<file path="src/rtl/inst_encoder_loader.sv">
// -----------------------------------------------------------------------------
// inst_encoder_loader
//
// Turns field-level instruction requests (R-type, LW, SW) into 32-bit
// instruction words and writes them one per session slot into the
// instruction memory write port, starting at BASE_ADDR.
//
// Optional feature (macro INST_ENCODER_NOP_PAD_EN): when defined, the end of
// a session fills every address above the last written one with NOP
// (32'h0) before reporting done.
//
// Ports:
//   clk, rst            clock, asynchronous active-high reset
//   start               one-cycle pulse, begins a session (IDLE/DONE only)
//   in_valid/in_ready   request handshake
//   in_kind             00 R-type, 01 LW, 10 SW, 11 illegal
//   in_rs,in_rt,in_rd   register fields
//   in_alu,in_cin       R-type func[3:0] and func[4]
//   in_imm              LW/SW offset
//   in_last             final request of the session
//   mem_we/addr/wdata   instruction memory write port
//   busy                session in progress
//   done                session finished
//   err                 sticky illegal-kind flag for this session
//   count               real instructions written this session
// -----------------------------------------------------------------------------
module inst_encoder_loader #(
    parameter int ADDR_W    = 6,
    parameter int BASE_ADDR = 0
) (
    input  logic              clk,
    input  logic              rst,
    input  logic              start,
    input  logic              in_valid,
    output logic              in_ready,
    input  logic [1:0]        in_kind,
    input  logic [4:0]        in_rs,
    input  logic [4:0]        in_rt,
    input  logic [4:0]        in_rd,
    input  logic [3:0]        in_alu,
    input  logic              in_cin,
    input  logic [15:0]       in_imm,
    input  logic              in_last,
    output logic              mem_we,
    output logic [ADDR_W-1:0] mem_addr,
    output logic [31:0]       mem_wdata,
    output logic              busy,
    output logic              done,
    output logic              err,
    output logic [ADDR_W:0]   count
);

    localparam logic [ADDR_W-1:0] BASE      = ADDR_W'(BASE_ADDR);
    localparam logic [ADDR_W-1:0] TOP_ADDR  = '1;
    localparam logic [ADDR_W:0]   COUNT_MAX = {1'b1, {ADDR_W{1'b0}}};

    typedef enum logic [2:0] {
        S_IDLE   = 3'd0,
        S_ACCEPT = 3'd1,
        S_WRITE  = 3'd2,
        S_DONE   = 3'd3
`ifdef INST_ENCODER_NOP_PAD_EN
        , S_PAD  = 3'd4
`endif
    } state_t;

    state_t            state_reg, state_next;
    logic [ADDR_W-1:0] addr_reg, addr_next;
    logic [31:0]       wdata_reg, wdata_next;
    logic              err_reg, err_next;
    logic [ADDR_W:0]   count_reg, count_next;
    logic              last_reg, last_next;
    logic [31:0]       enc_word;

    // Instruction word formats understood by the control unit.
    always_comb begin
        enc_word = 32'h0;
        case (in_kind)
            2'b00:   enc_word = {6'b000000, in_rs, in_rt, in_rd, 5'b00000, 1'b1, in_cin, in_alu};
            2'b01:   enc_word = {6'b100011, in_rs, in_rt, in_imm};
            default: enc_word = {6'b101011, in_rs, in_rt, in_imm};
        endcase
    end

    always_ff @(posedge clk or posedge rst) begin
        if (rst) begin
            state_reg <= S_IDLE;
            addr_reg  <= BASE;
            wdata_reg <= 32'h0;
            err_reg   <= 1'b0;
            count_reg <= '0;
            last_reg  <= 1'b0;
        end else begin
            state_reg <= state_next;
            addr_reg  <= addr_next;
            wdata_reg <= wdata_next;
            err_reg   <= err_next;
            count_reg <= count_next;
            last_reg  <= last_next;
        end
    end

    always_comb begin
        state_next = state_reg;
        addr_next  = addr_reg;
        wdata_next = wdata_reg;
        err_next   = err_reg;
        count_next = count_reg;
        last_next  = last_reg;
        case (state_reg)
            S_IDLE, S_DONE: begin
                if (start) begin
                    state_next = S_ACCEPT;
                    addr_next  = BASE;
                    count_next = '0;
                    err_next   = 1'b0;
                end
            end
            S_ACCEPT: begin
                if (in_valid) begin
                    if (in_kind == 2'b11) begin
                        err_next = 1'b1;
                        if (in_last) begin
`ifdef INST_ENCODER_NOP_PAD_EN
                            // Nothing was written at addr_reg yet, so the
                            // pad run starts right here.
                            state_next = S_PAD;
                            wdata_next = 32'h0;
`else
                            state_next = S_DONE;
`endif
                        end
                    end else begin
                        wdata_next = enc_word;
                        last_next  = in_last;
                        state_next = S_WRITE;
                    end
                end
            end
            S_WRITE: begin
                if (count_reg != COUNT_MAX) begin
                    count_next = count_reg + (ADDR_W+1)'(1);
                end
                if (last_reg || addr_reg == TOP_ADDR) begin
`ifdef INST_ENCODER_NOP_PAD_EN
                    if (addr_reg == TOP_ADDR) begin
                        state_next = S_DONE;
                    end else begin
                        state_next = S_PAD;
                        addr_next  = addr_reg + ADDR_W'(1);
                        wdata_next = 32'h0;
                    end
`else
                    state_next = S_DONE;
`endif
                end else begin
                    addr_next  = addr_reg + ADDR_W'(1);
                    state_next = S_ACCEPT;
                end
            end
`ifdef INST_ENCODER_NOP_PAD_EN
            S_PAD: begin
                if (addr_reg == TOP_ADDR) begin
                    state_next = S_DONE;
                end else begin
                    addr_next = addr_reg + ADDR_W'(1);
                end
            end
`endif
            default: state_next = S_IDLE;
        endcase
    end

    // Outputs are decoded from state so an asynchronous reset clears them
    // (mem_we in particular) immediately.
    always_comb begin
        in_ready = (state_reg == S_ACCEPT);
        mem_we   = (state_reg == S_WRITE);
        busy     = (state_reg == S_ACCEPT) || (state_reg == S_WRITE);
`ifdef INST_ENCODER_NOP_PAD_EN
        mem_we   = mem_we || (state_reg == S_PAD);
        busy     = busy   || (state_reg == S_PAD);
`endif
        done     = (state_reg == S_DONE);
    end

    assign mem_addr  = addr_reg;
    assign mem_wdata = wdata_reg;
    assign err       = err_reg;
    assign count     = count_reg;

endmodule

</file>
<file path="config.mk">
export PLATFORM = sky130hd
export DESIGN_NAME = inst_encoder_loader
export DESIGN_NICKNAME = d
export VERILOG_FILES = /design/src/rtl/inst_encoder_loader.sv
export SDC_FILE = /design/constraint.sdc
export NUM_CORES = 1
export LEC_CHECK = 0
export ABC_AREA = 1
export BUFFER_PORTS_ARGS = -buffer_cell sky130_fd_sc_hd__buf_2
export CAP_MARGIN = 20
export CORE_MARGIN = 5
export CORE_UTILIZATION = 30
export CTS_BUF_LIST = sky130_fd_sc_hd__clkbuf_8
export DETAILED_ROUTE_END_ITERATION = 8
export GPL_TIMING_DRIVEN = 0
export PLACE_DENSITY_LB_ADDON = 0.25
export SYNTH_ARGS = -nofsm -noshare
export SYNTH_HDL_FRONTEND = slang
export SYNTH_SLANG_ARGS = --single-unit
export TNS_END_PERCENT = 100
</file>
<file path="constraint.sdc">
create_clock -name clk -period 1.9 [get_ports clk]
set_clock_uncertainty 0.1 [all_clocks]
set_input_delay 0.475 -clock clk [delete_from_list [all_inputs] [get_ports clk]]
set_output_delay 0.475 -clock clk [all_outputs]
set_load 0.02 [all_outputs]
</file>
==> impl_summary.txt, run 1 <==
----------------------------------------------------
[CTS]
  Number of H-tree levels ... 2
  Clock-pin slew of the registers on the worst-case setup and hold paths ... 0.10 ns
  Postcts setup bufs ... 0
  Max Buffers Root-to-Sink ... 2
  CTS root buf ... clkbuf_8
  CTS tree ... yes
  Clock Latency Late Sink ... 0.30 ns
  Number of buffers added by the clock tree synthesis step ... 5
  CTS Sinks ... 45

[Floorplan]
  Die area ... 9310 um2
  Initial Utilization ... 0.309
  Site Rows ... 31
  CORE AREA ... 7250 um2
  IO Pins ... 93
  Height of the chip ... 96.5 um
  DIE WIDTH ... 96.5 um

[GRT]
  Initial antenna violation count ... 0
  Sum of overflow across all layers after global routing ... 0
  Vias in the first global route ... 2073
  Pin count of the biggest net entering global routing ... 25
  Total Routing Usage GR ... 0.132
  Global-route wire length before repair ... 9610 um

[Timing]
  Post-layout minimum cycle time ... 1.85 ns
  Final setup violation count ... 0
  Share of the clock period used by the worst path ... 0.971
  Fin. max-slew vios ... 0
  Tightest slew margin relative to the limit ... 0.663
  FMAX ... 542 MHz
  Hold Violations, Final ... 0
  Summed negative setup slack over all endpoints ... 0 ns
  Measured slew at the worst slew-check pin ... 0.505 ns
  Worst hold-check slack ... 0.0901 ns
  RSZ-0062 raised after global routing ... false

[Worst setup path]
  Max stage delay cell, worst path ... dfrtp_2
  Worst flop-to-flop path startpoint ... mem_addr[0]
  Critical Path End Type ... output port
  Register-to-Register Setup Slack ... 0.28 ns
  Crit Path Category ... reg -> out
  Number of cells on the worst reg-to-reg path ... 6
  Worst R2R End ... mem_addr[4]
  Worst path arrival time ... 1.27 ns
  CP peak stage delay ... 0.46 ns
  Biggest fanout along the worst timing path ... 5
  Worst EP required ... 1.32 ns
  Launching element type of the critical path ... register
  Critical-path cell list ... ha_4 -> inv_1 -> buf_2

[Logic synthesis]
  Top flip-flop cell by instance count after synthesis ... dfrtp_1
  Synthesized area per cell ... 8.10 um2
  Post-synth EDFFs ... 0
  Most used standard cells in the synthesized netlist ... nand2_1, dfrtp_1, nor2_1, o21ai_0, inv_1
  Syn Inst Count ... 277
  Dominant cells by area after synthesis ... dfrtp_1, nand2_1, o21ai_0, nor2_1, ha_1
  Number of warnings reported in the yosys synthesis log ... 0
  Library cell occupying the most area in the post-synthesis netlist ... dfrtp_1
  Synth Register Bits ... 45
  Area share of the leading cell type in the synthesized netlist ... 0.502
  Part of the Yosys area used for sequential elements ... 0.502
  Library cells used by synthesis ... 28
  Cell with the most instances after synthesis ... nand2_1
  Netlist Area Pre-Place ... 2240 um2
  Fraction of registers with async set or reset after synthesis ... 1.00

[Route]
  Initial detailed-routing violation count ... 57
  Met1 Routed Length ... 2580 um
  Vias ... 2075
  Post-DR vias/cell ... 4.36
  Remaining routing DRC violations ... 0
  Count of TritonRoute iterations in the first routing pass ... 4
  Top Metal Used ... met4
  Detailed-routed wire length on met3 ... 443 um
  Wire length reported by the detailed router ... 5690 um
  Routed met2 length ... 2640 um
  Final routed wire length divided by cell count ... 12.0 um
  ANT nets after route ... 0

[Placed design]
  Buffers on Ports ... 90
  Detailed placer's ending HPWL ... 4360 um
  Routability congestion estimate from global placement ... 0.740

[Cells and area]
  Fin nets ... 425
  Share of final-layout standard cells stronger than drive strength 1 ... 0.337
  Antenna diode count ... 0
  Number of fill cells ... 788
  Flip-flop count of the largest register, all copies and words added ... 28
  Synthesis-to-layout area growth ... 33.5%
  Util after Layout ... 0.413

[Pwr]
  Maximum vdd drop ... 0.572 mV
  Static leakage ... 1.59 nW
  Power density over cell area ... 1540 nW/um2

[Flow run]
  Reported max-cap violation count ... 0

[Min path]
  Class of the worst hold path ... in -> async

[Run status]
  Outcome ... completed

----------------------------------------------------
-- metrics by stage --
stage                     worst slack, ns  power [mW]  std cells  cell area [um2]
after global placement             -0.457        3.71        467             2820
after CTS                          0.0101        4.69        476             2990
final                              0.0545        4.61        476             3000
after floorplan                     0.266        3.02        278             2250
after detailed placement            0.200        3.75        468             2840
after global routing              0.00916        5.00        476             3000
-- logic make-up (layout without fill, tap and decap cells) --
kind of cell	Yosys count	after routing	share of synthesized area
buffers and inverters	36	135	0.0820
adders and majority gates	6	6	0.0335
xor gates and xnor gates	3	3	0.0117
AOI/OAI and AO/OA	44	44	0.112
DFF	45	45	0.502
and+or+nand+nor	142	142	0.258
other	1	2	0.00167
-- where the power goes --
group	switching (mW)	internal, mW	total [mW]	leakage (nW)
sequential	0.219	1.30	1.52	0.564
clock	0.354	0.530	0.884	0.0687
combinational	1.40	0.805	2.21	0.961
-- routing by layer --
metal	up-vias	track usage
li1	1075	-
met3	4	0.0604
met5	-	0
met4	0	0.0280
met1	935	0.162
met2	61	0.214
-- placed cells by master (no fill, tap or decap) --
master | netlist | layout
clkbuf_1 | 2 | 2
o21ai_2 | 2 | 2
or2_2 | 1 | 1
clkbuf_8 | 0 | 5
ha_4 | 0 | 1
dfrtp_2 | 0 | 1
nand2_1 | 95 | 95
o21ai_1 | 1 | 1
ha_1 | 6 | 4
inv_1 | 20 | 18
buf_2 | 2 | 92
a21oi_1 | 5 | 5
nand4_1 | 3 | 3
nand3_2 | 1 | 1
inv_6 | 0 | 1
buf_6 | 3 | 3
a31oi_1 | 10 | 10
xnor2_1 | 1 | 1
conb_1 | 1 | 2
o21bai_2 | 1 | 1
o21ai_0 | 24 | 24
nand3_1 | 12 | 12
nor2_1 | 25 | 25
nand2_2 | 3 | 3
xor2_1 | 2 | 2
inv_2 | 2 | 4
bufinv_16 | 0 | 2
buf_12 | 0 | 1
buf_4 | 6 | 6
nor2_2 | 1 | 1
ha_2 | 0 | 1
nand3b_1 | 1 | 1
dfrtp_1 | 45 | 44
o22a_1 | 1 | 1
clkbuf_2 | 1 | 1
-- worst max-delay path, delay by kind of cell (launching register included) --
kind       cells  cell delay (ns)
flops          1             0.46
fa+ha+maj      1             0.31
buf+inv        2             0.20
-- worst max path at each step --
stage | start | slack (ns) | endpoint | cells past startpoint
after global routing | state_reg[0] | 0.009 | busy | 4
after detailed placement | state_reg[0] | 0.20 | mem_addr[4] | 7
after global placement | rst | -0.46 | mem_wdata[13] | 2
after CTS | state_reg[0] | 0.01 | busy | 4
final | state_reg[1] | 0.05 | busy | 3
after floorplan | rst | 0.27 | count[0] | 1
-- repair_timing --
action,in CTS,in global routing
gates resized for setup,1,3
hold buffers,0,0
endpoints found under the setup margin,1,2
-- final cells by class --
type	instances	area (um2)	share of cell area
inverter	22	82.6	0.0276
buffer	14	101	0.0338
tap	99	124	0.0414
multi-input combinational	197	952	0.318
clock inverter	3	68.8	0.0230
clock buffer	5	68.8	0.0230
sequential	45	1130	0.376
timing repair buffer	91	470	0.157
(Power assumes the default switching activity.)
==> run 2: changes to the inputs <==
Settings changed: GPL_TIMING_DRIVEN 0 to 1.
==> run 2 against run 1 <==
Sequential share of layout area rose by 1.1 points; utilization fell by 1.1 points; hold slack improved by 0.0051 ns; critical endpoint unchanged; largest power group unchanged.
==> impl_summary.txt, run 2 (synthesis gave the netlist of run 1 again) <==
----------------------------------------------------
[CTS]
  CTS root buf ... clkbuf_8
  Number of buffers added by the clock tree synthesis step ... 5 (unchanged)
  CTS Sinks ... 45 (unchanged)
  Max Buffers Root-to-Sink ... 2 (unchanged)
  Hold Buf Count CTS ... 0 (unchanged)
  CTS tree ... yes
  Clock-pin slew of the registers on the worst-case setup and hold paths ... 0.10 ns (about the same)
  Number of H-tree levels ... 2 (unchanged)
  Clock Latency Late Sink ... 0.29 ns (about the same)

[Route]
  ANT nets after route ... 0 (unchanged)
  Vias ... 2026 (-2.4%)
  Remaining routing DRC violations ... 0 (unchanged)
  Initial detailed-routing violation count ... 60 (+5.3%)
  Wire length reported by the detailed router ... 5600 um (-1.6%)
  Post-DR vias/cell ... 4.32 (-0.90%)
  Final routed wire length divided by cell count ... 11.9 um (-0.11%)
  Count of TritonRoute iterations in the first routing pass ... 4 (unchanged)

[Worst setup path]
  Launching element type of the critical path ... register
  Critical-path cell list ... inv_2 -> ha_4 -> inv_1 -> buf_2
  CP peak stage delay ... 0.42 ns (-0.04 ns)
  Critical Path End Type ... output port
  Max stage delay cell, worst path ... dfrtp_1
  Worst path arrival time ... 1.27 ns (about the same)
  Worst EP required ... 1.32 ns (about the same)
  Biggest fanout along the worst timing path ... 5 (unchanged)
  Crit Path Category ... reg -> out

[GRT]
  Global-route wire length before repair ... 9180 um (-4.5%)
  Vias in the first global route ... 1939 (-6.5%)
  Initial antenna violation count ... 0 (unchanged)
  Total Routing Usage GR ... 0.126 (-0.00602)
  Pin count of the biggest net entering global routing ... 46 (+84%)
  Sum of overflow across all layers after global routing ... 0 (unchanged)

[Floorplan]
  Die area ... 9310 um2 (unchanged)
  DIE WIDTH ... 96.5 um (unchanged)
  Initial Utilization ... 0.309 (unchanged)
  IO Pins ... 93 (unchanged)
  Height of the chip ... 96.5 um (unchanged)
  Site Rows ... 31 (unchanged)
  CORE AREA ... 7250 um2 (unchanged)

[Cells and area]
  Most frequent cells in the layout ... nand2_1, buf_2, dfrtp_1, nor2_1, o21ai_0
  Synthesis-to-layout area growth ... 29.9%
  Area of all placed cells without fillers ... 2910 um2 (-2.7%)
  FF+latch area ... 1130 um2 (unchanged)
  Area of the multi-input gates ... 950 um2 (-0.26%)
  Flip-flop count of the largest register, all copies and words added ... 28 (unchanged)
  Share of final-layout standard cells stronger than drive strength 1 ... 0.327 (-0.00984)
  Number of fill cells ... 774 (-1.8%)
  Commonest non-fill, non-tap cell in the layout ... nand2_1
  Antenna diode count ... 0 (unchanged)
  Util after Layout ... 0.402 (-0.0112)
  Fin nets ... 418 (-1.6%)

[Placed design]
  Detailed placer's ending HPWL ... 4160 um (-4.7%)
  Instance area after placement ... 2800 um2 (-1.5%)
  Routability congestion estimate from global placement ... 0.771 (+4.1%)
  Buffers on Ports ... 90 (unchanged)

[Run status]
  Outcome ... completed

[Pwr]
  Static leakage ... 1.55 nW (-3.0%)
  Maximum vdd drop ... 0.512 mV (-11%)
  Power density over cell area ... 1470 nW/um2 (-4.7%)

[Timing]
  Hold Violations, Final ... 0 (unchanged)
  Share of the clock period used by the worst path ... 0.972 (about the same)
  Post-layout minimum cycle time ... 1.85 ns (+0.000987 ns)
  Worst hold-check slack ... 0.0951 ns (+0.00506 ns)
  Fin. max-slew vios ... 0 (unchanged)
  Final setup violation count ... 0 (unchanged)
  FMAX ... 542 MHz (about the same)

[Flow run]
  Reported max-cap violation count ... 0 (unchanged)

[Min path]
  Class of the worst hold path ... in -> async

----------------------------------------------------
==> run 2: cell types whose count changed in the layout (fill, tap and decap cells not counted), moves of 2 or more <==
cell	before	now
bufinv_16	2	0
clkinv_4	0	2
buf_2	92	90
clkbuf_1	2	0
buf_6	3	0
==> run 2: final timing paths <==
path,startpoint,end,slack (ns),depth (start not counted)
setup / recovery,state_reg[0],busy,0.05,4
hold reg to reg,mem_wdata[16],mem_wdata[16],0.39,2
max in group asynchronous,rst,state_reg[1],1.36,3
min in group clk,in_rt[0],mem_wdata[16],0.26,3
setup reg to reg,state_reg[1],mem_wdata[12],0.26,7
hold / removal,rst,mem_wdata[7],0.1,3
==> run 2: timing repair <==
| item | 4_1_cts | 5_1_grt |
|---|---|---|
| resized for setup | 2 | 1 |
| gates cloned | 0 | 0 |
| setup endpoints to repair | 1 | 2 |
| buffers inserted | 0 | 1 |
==> run 2: area by class of cell <==
cell class,count,area share
multi-input cells,197,0.326
clock buffers,5,0.0236
clock inverters,3,0.00902
inverters,22,0.0283
flip-flops and latches,45,0.387
repair buffers,98,0.184
well taps,99,0.0425
==> run 2: metrics by stage <==
stage,std cells,setup TNS (ns),setup slack (ns),power [mW]
after CTS,468,0,0.0380,4.33
after global placement,460,0,0.287,3.62
after global routing,469,-0.00908,-0.00525,4.64
after floorplan,278,0,0.266,3.02
final,469,0,0.0535,4.28
after detailed placement,460,0,0.237,3.64
==> run 2: per-layer routing <==
layer	up-vias	wire length, um	share of wire	track usage
met5	-	0	0	0
met4	0	53	0.0095	0.0315
met3	5	443	0.079	0.0418
met2	62	2610	0.47	0.208
met1	895	2490	0.44	0.159
li1	1064	-	-	-
==> run 2: power breakdown <==
group          total, mW  switching (mW)  internal, mW
sequential          1.53           0.226          1.30
clock              0.620           0.352         0.268
combinational       2.13            1.38         0.750
==> run 2: worst max-delay path: cells and delay by family, from the launching register on <==
| kind | cells | cell delay (ns) |
|---|---|---|
| buf+inv | 3 | 0.33 |
| flops | 1 | 0.42 |
| fa+ha+maj | 1 | 0.22 |
==> run 3: changes to the inputs <==
Settings changed: ABC_AREA 1 to default.
==> run 3 against run 2 <==
Synthesized area fell by 3.3%; combinational power up 5%; cell area rose by 1.5%; register-to-register slack worse by 0.18 ns; critical path type unchanged; largest power group unchanged; die area is 3.0% lower.
==> impl_summary.txt, run 3 <==
----------------------------------------------------
[Run status]
  Outcome ... completed

[Worst setup path]
  Worst EP required ... 1.32 ns (about the same)
  Critical Path End Type ... output port
  Crit Path Category ... reg -> out
  Worst path arrival time ... 1.29 ns (+0.02 ns)
  Biggest fanout along the worst timing path ... 4 (-1)
  Launching element type of the critical path ... register

[Floorplan]
  Height of the chip ... 95.0 um (-1.5%)
  Die area ... 9030 um2 (-3.0%)
  CORE AREA ... 7140 um2 (-1.6%)
  Site Rows ... 31 (unchanged)
  DIE WIDTH ... 95.0 um (-1.5%)
  Initial Utilization ... 0.304 (-0.00548)
  IO Pins ... 93 (unchanged)

[Cells and area]
  Number of non-filler instances in the completed layout ... 408 (-13%)
  Flip-flop count of the largest register, all copies and words added ... 28 (unchanged)
  Antenna diode count ... 0 (unchanged)
  Area of all placed cells without fillers ... 2960 um2 (+1.5%)
  Commonest non-fill, non-tap cell in the layout ... buf_2
  Synthesis-to-layout area growth ... 36.4%
  Number of fill cells ... 745 (-3.7%)
  Most frequent cells in the layout ... buf_2, dfrtp_1, nand2_1, o21ai_0, buf_4
  Fin nets ... 358 (-14%)
  Share of final-layout standard cells stronger than drive strength 1 ... 0.450 (+0.123)

[Timing]
  Final setup violation count ... 0 (unchanged)
  Tightest slew margin relative to the limit ... 0.663
  Worst hold-check slack ... 0.0964 ns (+0.00128 ns)
  RSZ-0062 raised after global routing ... true
  FMAX ... 537 MHz (-0.79%)
  Post-layout minimum cycle time ... 1.86 ns (+0.0148 ns)
  Hold Violations, Final ... 0 (unchanged)
  Share of the clock period used by the worst path ... 0.980 (+0.00778)
  Summed negative setup slack over all endpoints ... 0 ns (unchanged)
  Measured slew at the worst slew-check pin ... 0.505 ns
  Fin. max-slew vios ... 0 (unchanged)

[Pwr]
  Static leakage ... 1.50 nW (-2.9%)
  Maximum vdd drop ... 0.611 mV (+19%)
  Power density over cell area ... 1500 nW/um2 (+2.0%)

[Logic synthesis]
  Top flip-flop cell by instance count after synthesis ... dfrtp_1
  Dominant cells by area after synthesis ... dfrtp_1, mux2_2, mux2i_1, nand2_1, o21ai_0
  Synth Register Bits ... 45 (unchanged)
  Syn Inst Count ... 206 (-26%)
  Library cells used by synthesis ... 37 (+32%)
  Cell with the most instances after synthesis ... dfrtp_1
  Synthesized area per cell ... 10.5 um2 (+30%)
  Part of the Yosys area used for sequential elements ... 0.519 (+0.0174)
  Number of warnings reported in the yosys synthesis log ... 0 (unchanged)
  Netlist Area Pre-Place ... 2170 um2 (-3.3%)
  Library cell occupying the most area in the post-synthesis netlist ... dfrtp_1
  Post-synth EDFFs ... 0 (unchanged)
  Area share of the leading cell type in the synthesized netlist ... 0.519 (+0.0174)
  Most used standard cells in the synthesized netlist ... dfrtp_1, nand2_1, o21ai_0, mux2_2, mux2i_1
  Fraction of registers with async set or reset after synthesis ... 1.00 (unchanged)

[GRT]
  Vias in the first global route ... 1761 (-9.2%)
  Pin count of the biggest net entering global routing ... 25 (-46%)
  Total Routing Usage GR ... 0.120 (-0.00561)
  Sum of overflow across all layers after global routing ... 0 (unchanged)
  Initial antenna violation count ... 0 (unchanged)
  Global-route wire length before repair ... 8630 um (-6.0%)

[CTS]
  CTS Sinks ... 45 (unchanged)
  Number of H-tree levels ... 2 (unchanged)
  Max Buffers Root-to-Sink ... 2 (unchanged)
  CTS root buf ... clkbuf_8
  Clock-pin slew of the registers on the worst-case setup and hold paths ... 0.09 ns (about the same)
  CTS tree ... yes
  Hold Buf Count CTS ... 0 (unchanged)
  Number of buffers added by the clock tree synthesis step ... 5 (unchanged)
  Clock Latency Late Sink ... 0.29 ns (about the same)

[Placed design]
  Instance area after placement ... 2780 um2 (-0.80%)
  Detailed placer's ending HPWL ... 4230 um (+1.8%)
  Routability congestion estimate from global placement ... 0.767 (-0.57%)
  # placed instances ... 396 (-14%)
  Buffers on Ports ... 90 (unchanged)

[Route]
  Count of TritonRoute iterations in the first routing pass ... 4 (unchanged)
  ANT nets after route ... 0 (unchanged)
  Post-DR vias/cell ... 4.51 (+4.4%)
  Wire length reported by the detailed router ... 5440 um (-2.8%)
  Remaining routing DRC violations ... 0 (unchanged)
  Initial detailed-routing violation count ... 43 (-28%)
  Final routed wire length divided by cell count ... 13.3 um (+12%)
  Vias ... 1840 (-9.2%)

[Min path]
  Class of the worst hold path ... in -> async

[Flow run]
  Reported max-cap violation count ... 0 (unchanged)

----------------------------------------------------
==> run 3: changes by cell type in the layout (fill, tap and decap cells not counted), sizes merged, moves of 9 or more <==
| cell | change |
|---|---|
| mux2i | +13 |
| nor2 | -17 |
| nand2 | -65 |
| mux2 | +13 |
| a31oi | -9 |
| inv | -14 |
==> run 3: per-layer routing <==
metal	GRT usage	vias to the layer above	routed length, um
met5	0	-	0
met4	0.0529	0	106
met3	0.0213	8	240
met2	0.196	40	2820
met1	0.157	866	2280
li1	-	926	-
==> run 3: layout make-up <==
cell class	count	area (um2)	area share
clock buffer	5	68.8	0.0233
inverter	9	33.8	0.0114
tap	99	124	0.0419
timing repair buffer	105	584	0.198
clock inverter	2	35.0	0.0118
sequential	45	1130	0.381
multi-input combinational	143	985	0.333
==> run 3: stage by stage <==
stage | power, mW | setup WS (ns) | util
2_1_floorplan | 2.88 | 0.128 | -
3_3_place_gp | 3.58 | 0.0997 | 0.389
3_5_place_dp | 3.62 | 0.0576 | 0.389
4_1_cts | 4.40 | -0.0109 | 0.407
5_1_grt | 4.75 | -0.0103 | 0.414
6_report | 4.43 | 0.0388 | 0.414
==> run 3: power breakdown <==
group          internal [mW]  total (mW)  switching, mW
combinational          0.920        2.23           1.31
sequential              1.31        1.50          0.195
clock                  0.383       0.700          0.317
total                   2.61        4.43           1.82
==> run 3: kinds of logic (layout without fill, tap and decap cells) <==
kind of cell | Yosys count | after routing | share of synthesized area
AND/OR/NAND/NOR | 61 | 61 | 0.131
other | 1 | 2 | 0.00173
flip-flops | 45 | 45 | 0.519
AO/OA/AOI/OAI | 48 | 48 | 0.143
multiplexers | 26 | 26 | 0.128
buffers and inverters | 19 | 121 | 0.0427
adder cells (fa/ha/maj) | 6 | 6 | 0.0346
==> run 3: what timing repair did <==
action                                  CTS  global route
endpoints found under the setup margin    2             5
resized for setup                         5             7
setup buffers                             2             4
pin swaps                                 0             2
==> run 3: worst max-delay path, cell delays in order, from the launching register on <==
cell and delay (ns):
dfrtp_1 0.40, inv_2 0.08, ha_4 0.20, buf_4 0.15, inv_2 0.06, buf_6 0.11
==> run 3: final timing paths <==
path                              startpoint       endpoint  slack, ns  cells past startpoint
worst max register to register      count[0]       count[1]       0.08                      6
worst min-delay path                     rst       count[5]        0.1                      2
max in group asynchronous                rst  mem_wdata[29]       1.10                      3
worst max-delay path            state_reg[0]           busy       0.04                      5
worst min register to register  mem_wdata[1]   mem_wdata[1]       0.38                      2
min in group clk                    in_rt[2]  mem_wdata[18]       0.31                      2
